===== src/rtl/raster_pkg.sv =====
// raster_pkg: pattern-mode constants and FSM state encoding
// shared by raster_pattern_source and its counter.
package raster_pkg;

  localparam logic [1:0] MODE_UNIFORM = 2'd0;
  localparam logic [1:0] MODE_VEDGE   = 2'd1;
  localparam logic [1:0] MODE_HEDGE   = 2'd2;
  localparam logic [1:0] MODE_RAMP    = 2'd3;

  typedef enum logic [1:0] {
    IDLE   = 2'd0,
    ACTIVE = 2'd1,
    HBLANK = 2'd2,
    DONE   = 2'd3
  } state_t;

endpackage


===== src/rtl/raster_counter.sv =====
// raster_counter: x/y/blank position counters for one raster frame.
// Ports: clr/x_step/row_step/blk_en controls; x, y, eol/eob/eof flags.
module raster_counter #(
  parameter int H_ACTIVE = 1280,
  parameter int V_ACTIVE = 960,
  parameter int H_BLANK  = 10
) (
  input  logic        clk,
  input  logic        rst_n,
  input  logic        clr,
  input  logic        x_step,
  input  logic        row_step,
  input  logic        blk_en,
  output logic [15:0] x,
  output logic [15:0] y,
  output logic        eol,
  output logic        eob,
  output logic        eof
);

  logic [15:0] blank;

  assign eol = (x == 16'(H_ACTIVE - 1));
  assign eob = (blank == 16'(H_BLANK - 1));
  assign eof = (y == 16'(V_ACTIVE - 1));

  always_ff @(posedge clk) begin
    if (!rst_n) begin
      x     <= '0;
      y     <= '0;
      blank <= '0;
    end else if (clr) begin
      x     <= '0;
      y     <= '0;
      blank <= '0;
    end else begin
      if (x_step)
        x <= x + 16'd1;
      else if (row_step)
        x <= '0;
      if (row_step)
        y <= y + 16'd1;
      // blank restarts at zero whenever a blanking run completes
      if (blk_en)
        blank <= eob ? 16'd0 : blank + 16'd1;
    end
  end

endmodule


===== src/rtl/raster_pattern_source.sv =====
// raster_pattern_source: synthetic Bayer-raster frame generator.
// Ports: iCLK/iRST/iSTART, pattern config in; pixel stream, busy/done, frame count out.
module raster_pattern_source
  import raster_pkg::*;
#(
  parameter int H_ACTIVE = 1280,
  parameter int V_ACTIVE = 960,
  parameter int H_BLANK  = 10,
  parameter int DATA_W   = 12
) (
  input  logic              iCLK,
  input  logic              iRST,
  input  logic              iSTART,
  input  logic [1:0]        iMODE,
  input  logic [DATA_W-1:0] iVAL_A,
  input  logic [DATA_W-1:0] iVAL_B,
  input  logic [15:0]       iSPLIT_X,
  input  logic [15:0]       iSPLIT_Y,
  output logic [DATA_W-1:0] oDATA,
  output logic              oDVAL,
  output logic [15:0]       oX_Cont,
  output logic [15:0]       oY_Cont,
  output logic              oBUSY,
  output logic              oDONE,
  output logic [15:0]       oFRAME_CNT
);

  state_t            state;
  logic [1:0]        mode;
  logic [DATA_W-1:0] val_a;
  logic [DATA_W-1:0] val_b;
  logic [15:0]       split_x;
  logic [15:0]       split_y;
  logic              eol;
  logic              eob;
  logic              eof;
  logic [15:0]       x_inc;
  logic [15:0]       y_inc;

  function automatic logic [DATA_W-1:0] pix(
    input logic [1:0]        m,
    input logic [DATA_W-1:0] a,
    input logic [DATA_W-1:0] b,
    input logic [15:0]       sx,
    input logic [15:0]       sy,
    input logic [15:0]       px,
    input logic [15:0]       py
  );
    unique case (m)
      MODE_UNIFORM: pix = a;
      MODE_VEDGE:   pix = (px < sx) ? a : b;
      MODE_HEDGE:   pix = (py < sy) ? a : b;
      MODE_RAMP:    pix = DATA_W'(px) + DATA_W'(py);
    endcase
  endfunction

  raster_counter #(
    .H_ACTIVE (H_ACTIVE),
    .V_ACTIVE (V_ACTIVE),
    .H_BLANK  (H_BLANK)
  ) u_cnt (
    .clk      (iCLK),
    .rst_n    (iRST),
    .clr      (state == IDLE && iSTART),
    .x_step   (state == ACTIVE && !eol),
    .row_step (state == HBLANK && eob && !eof),
    .blk_en   (state == HBLANK),
    .x        (oX_Cont),
    .y        (oY_Cont),
    .eol      (eol),
    .eob      (eob),
    .eof      (eof)
  );

  assign x_inc = oX_Cont + 16'd1;
  assign y_inc = oY_Cont + 16'd1;

  // Outputs are computed for the coordinates the counter moves to
  // on this same edge, so data and position stay aligned.
  always_ff @(posedge iCLK) begin
    if (!iRST) begin
      state      <= IDLE;
      mode       <= '0;
      val_a      <= '0;
      val_b      <= '0;
      split_x    <= '0;
      split_y    <= '0;
      oDATA      <= '0;
      oDVAL      <= 1'b0;
      oBUSY      <= 1'b0;
      oDONE      <= 1'b0;
      oFRAME_CNT <= '0;
    end else begin
      oDONE <= 1'b0;
      unique case (state)
        IDLE: begin
          if (iSTART) begin
            mode    <= iMODE;
            val_a   <= iVAL_A;
            val_b   <= iVAL_B;
            split_x <= iSPLIT_X;
            split_y <= iSPLIT_Y;
            state   <= ACTIVE;
            oDVAL   <= 1'b1;
            oBUSY   <= 1'b1;
            oDATA   <= pix(iMODE, iVAL_A, iVAL_B,
                           iSPLIT_X, iSPLIT_Y, 16'd0, 16'd0);
          end
        end
        ACTIVE: begin
          if (eol) begin
            state <= HBLANK;
            oDVAL <= 1'b0;
            oDATA <= '0;
          end else begin
            oDATA <= pix(mode, val_a, val_b,
                         split_x, split_y, x_inc, oY_Cont);
          end
        end
        HBLANK: begin
          if (eob) begin
            if (eof) begin
              state      <= DONE;
              oDONE      <= 1'b1;
              oFRAME_CNT <= oFRAME_CNT + 16'd1;
            end else begin
              state <= ACTIVE;
              oDVAL <= 1'b1;
              oDATA <= pix(mode, val_a, val_b,
                           split_x, split_y, 16'd0, y_inc);
            end
          end
        end
        DONE: begin
          state <= IDLE;
          oBUSY <= 1'b0;
        end
      endcase
    end
  end

endmodule


===== config.mk =====
export PLATFORM = sky130hd
export DESIGN_NAME = raster_pattern_source
export DESIGN_NICKNAME = d
export VERILOG_FILES = /design/src/rtl/raster_pkg.sv /design/src/rtl/raster_counter.sv /design/src/rtl/raster_pattern_source.sv
export SDC_FILE = /design/constraint.sdc
export NUM_CORES = 1
export LEC_CHECK = 0
export ABC_AREA = 1
export CAP_MARGIN = 20
export CORE_AREA = 2 2 169 121
export DETAILED_ROUTE_END_ITERATION = 7
export DIE_AREA = 0 0 171 123
export GPL_TIMING_DRIVEN = 1
export HOLD_SLACK_MARGIN = 0.1
export PLACE_DENSITY = 0.74
export SLEW_MARGIN = 20
export SYNTH_ARGS = -nofsm -noshare
export SYNTH_HDL_FRONTEND = slang
export SYNTH_SLANG_ARGS = --single-unit

===== constraint.sdc =====
create_clock -name iCLK -period 3 [get_ports iCLK]
set_input_delay 0.6 -clock iCLK [delete_from_list [all_inputs] [get_ports iCLK]]
set_output_delay 0.6 -clock iCLK [all_outputs]
set_load 0.01 [all_outputs]

==> impl_metrics.env <==
export IMPL_max_slew_margin_pct=34.1
export IMPL_holdPathStages=1
export IMPL_io_buffers=123
export IMPL_worstReg2RegStart="u_cnt.x[0]"
export IMPL_drtIter0Drc=1164
export IMPL_wire_per_inst_um=16.3
export IMPL_fin_crit_sh_pct=108
export IMPL_critPathRequiredTime_ns=3.31
export IMPL_antenna_found_initial=0
export IMPL_p_int_uw=4700
export IMPL_status="complete, but fails checks"
export IMPL_fin_setup_tns_ns=-2.00
export IMPL_nets=1817
export IMPL_netlist_instances=1488
export IMPL_p_leak_uw=0.00564
export IMPL_pwr_share_comb_pct=40.9
export IMPL_die_x_um=171
export IMPL_cts_root_buffer="clkbuf_16"
export IMPL_holdBufCountCts=0
export IMPL_drc=0
export IMPL_clk_path_buf_depth=2
export IMPL_numCtsBuffers=17
export IMPL_r2r_end="oDATA[8]"
export IMPL_worstPathCellList="ha_4 > nand2_4 > nor2_4 > nand3_2 > nor2_2 > nand2_2 > nor2_4 > nand3_2 > nor3_2 > xor2_1 > inv_1 > ha_4 > nand2_4 > nor4_4 > nand2_4 > nand2_4 > nand2_1 > nand3_1 > nand4_1 > nand2_1 > nand2_1 > nand2_1 > a21oi_1"
export IMPL_syn_to_final_growth_pct=34.7
export IMPL_r2r_worst_path_cells=23
export IMPL_worst_slack_ns=-0.228
export IMPL_arrival_ns=3.54
export IMPL_slowest_stage="dfxtp_4"
export IMPL_antenna_cells=0
export IMPL_first_global_vias=10000
export IMPL_tightest_slew_ns=0.988
export IMPL_synth_edff_count=0
export IMPL_ios=124
export IMPL_rrSetupSlack_ns=-0.23
export IMPL_critPathMaxStageDelay_ns=0.36
export IMPL_place_congestion=0.974
export IMPL_slew_violations=0
export IMPL_ys_warn_count=0
export IMPL_crit_path_max_fanout=6
export IMPL_switching_share_pct=39.3
export IMPL_track_usage_pct=30.3
export IMPL_rows=43
export IMPL_die_h_um=123
export IMPL_antenna_left=0
export IMPL_path_buf_inv=1
export IMPL_grt_pass1_wl_mm=50.4
export IMPL_syn_area_um2=9540
export IMPL_cpLargestDelayFamily="simple AND/OR/NAND/NOR gates"
export IMPL_fmax_mhz=310
export IMPL_period_needed_ns=3.23
export IMPL_grt_setup_unrepaired="yes"
export IMPL_violations="setup timing"
export IMPL_startpoint_type="flop"
export IMPL_min_path_type="flop to flop"
export IMPL_hold_start="u_cnt.blank[15]"
export IMPL_seqPwrFrac_pct=29.7
export IMPL_yosysSeqAreaShare_pct=29.2
export IMPL_start_util_pct=49.0
export IMPL_endpoint_kind="flop"
export IMPL_fin_total_pwr_uw=7740
export IMPL_clock_skew_ns=0.00948
export IMPL_path_class="flop to flop"
export IMPL_grt_max_degree=115
export IMPL_finalWirelength_mm=32.1
export IMPL_synth_seq_cells=139
export IMPL_clock_sinks=139
export IMPL_drive_above_1_share_pct=14.3
export IMPL_vias=10900
export IMPL_gr_total_overflow=0
export IMPL_dp_hpwl_mm=23.4
export IMPL_cts_tree="done"
export IMPL_viasPerCell=5.55
export IMPL_ys_flop_type="dfxtp_1"
export IMPL_synth_async_reset_ratio_pct=0
export IMPL_clk_pin_slew_worst_paths_ns=0.06
export IMPL_clkLatencyLatePin_ns=0.43
export IMPL_switching_power_uw=3040
export IMPL_syn_nets=1616
export IMPL_min_to="u_cnt.blank[15]"
export IMPL_core_area_um2=19500
export IMPL_ir_worst_vdd_mv=0.347
export IMPL_avgSynthCellArea_um2=6.41
export IMPL_drv_cap=0
export IMPL_drt_pass1_iterations=5
export IMPL_clockPowerShare_pct=29.4
export IMPL_synth_cell_types=44
export IMPL_p_per_area_nw_per_um2=602
export IMPL_setup_violations=12
export IMPL_htree_levels=4
export IMPL_hold_violations=0
export IMPL_dieArea_um2=21000
==> timing repair <==
| item | in CTS | in global routing |
|---|---|---|
| endpoints found under the setup margin | 12 | 12 |
| gates resized for setup | 53 | 23 |
| pin swaps | 39 | 22 |
| setup buffers | 13 | 4 |
| cloned | 1 | 3 |
==> per-layer routing <==
metal	GRT usage [%]	wire length [µm]
met1	41.6	14300
met2	46.5	13800
met3	7.30	3100
met4	10.4	872
met5	0	0
==> area by class of cell <==
class	instances	area, µm²
Timing Repair Buffer	236	2170
Inverter	179	672
Clock inverter	8	128
Fill cell	1709	6620
Sequential cell	139	2820
Clock buffer	24	504
Tap cell	270	338
Multi-Input combinational cell	1116	6220
==> cells in the mapped netlist, types with 3 or more instances <==
| cell | count | area (µm²) |
|---|---|---|
| nand3_1 | 132 | 661 |
| nor4_1 | 10 | 62.6 |
| a21oi_1 | 176 | 881 |
| nor2_1 | 143 | 537 |
| o21a_1 | 5 | 37.5 |
| buf_2 | 6 | 30.0 |
| o21ai_0 | 110 | 551 |
| a211oi_1 | 6 | 45.0 |
| nand3b_1 | 5 | 37.5 |
| clkbuf_1 | 48 | 180 |
| dfxtp_1 | 139 | 2780 |
| inv_1 | 169 | 634 |
| inv_2 | 8 | 30.0 |
| ha_1 | 66 | 826 |
| nor3_2 | 4 | 40.0 |
| xnor2_1 | 5 | 43.8 |
| o21bai_1 | 3 | 22.5 |
| a22oi_1 | 3 | 22.5 |
| nand4_1 | 23 | 144 |
| nor2_4 | 6 | 67.6 |
| a31oi_1 | 11 | 68.8 |
| nor2_2 | 5 | 31.3 |
| xor2_1 | 23 | 201 |
| nand2_1 | 336 | 1260 |
| nor3_1 | 20 | 100 |
==> worst max-delay path by stage <==
stage | from | end | slack [ns] | cells past startpoint
5_1_grt | u_cnt.x[0] | oDATA[11] | -0.46 | 23
3_3_place_gp | u_cnt.y[0] | oDATA[11] | -0.20 | 23
2_1_floorplan | u_cnt.x[1] | oDATA[10] | -0.02 | 24
4_1_cts | u_cnt.x[1] | oDATA[11] | -0.12 | 21
3_5_place_dp | u_cnt.y[1] | oDATA[9] | -0.28 | 22
6_report | u_cnt.x[0] | oDATA[8] | -0.23 | 23
==> through the flow <==
step	hold WS [ns]	instances	setup slack, ns	util [%]	instance area, µm²
after floorplan	0.422	1488	-0.0216	-	9670
after global placement	0.435	1919	-0.198	60.1	11700
after detailed placement	0.444	1919	-0.279	60.1	11700
after CTS	0.453	1965	-0.122	64.9	12600
after global routing	0.485	1972	-0.460	66.0	12900
final	0.446	1972	-0.228	66.0	12900
==> registers in the layout (all words and copies together), names as in the netlist <==
signal	flops
oDATA	12
mode	2
u_cnt.blank	16
val_b	12
val_a	12
oDONE	1
u_cnt.x	16
u_cnt.y	16
split_y	16
oFRAME_CNT	16
split_x	16
state	2
oDVAL	1
oBUSY	1
==> kinds of logic after synthesis <==
family,count (synthesis),synth area share [%]
AO/OA/AOI/OAI,322,17.6
XOR/XNOR,28,2.57
adder cells (fa/ha/maj),67,8.86
buffers and inverters,234,9.32
flip-flops,139,29.2
AND/OR/NAND/NOR,698,32.4
==> placed cells by master (no fill, tap or decap), types with 3 or more instances in the layout <==
cell type          n
o21ai_0          106
nand2_2            9
o21ai_1            5
nor2_1           139
xnor2_1            5
buf_6              6
clkdlybuf4s50_1  122
nand2_4           11
nand2_1          319
ha_4               4
nand4_1           23
clkbuf_1           4
nor3_4             4
a21oi_1          170
o21bai_1           3
inv_2             10
ha_1              62
dfxtp_4            8
o21a_1             5
nor2_2             4
nand3_2           13
nor3_2             4
nand3_1          120
a21oi_2            6
nand3b_1           5
bufinv_16          3
xor2_1            23
dfxtp_2            5
buf_4            101
nor2_4            11
nor3_1            18
a211oi_1           6
clkbuf_16         21
nor4_4             3
nor4_1             7
a31oi_1           11
dfxtp_1          126
a22oi_1            3
inv_1            167
==> power groups by stage <==
stage,registers (µW),clock network [µW],logic [µW]
global route,2330,2380,3500
finish,2300,2280,3160
CTS,2300,2300,3010
detailed placement,2330,0,2910
floorplan,2340,0,1930
global placement,2330,0,2850
(Power assumes the default switching activity.)
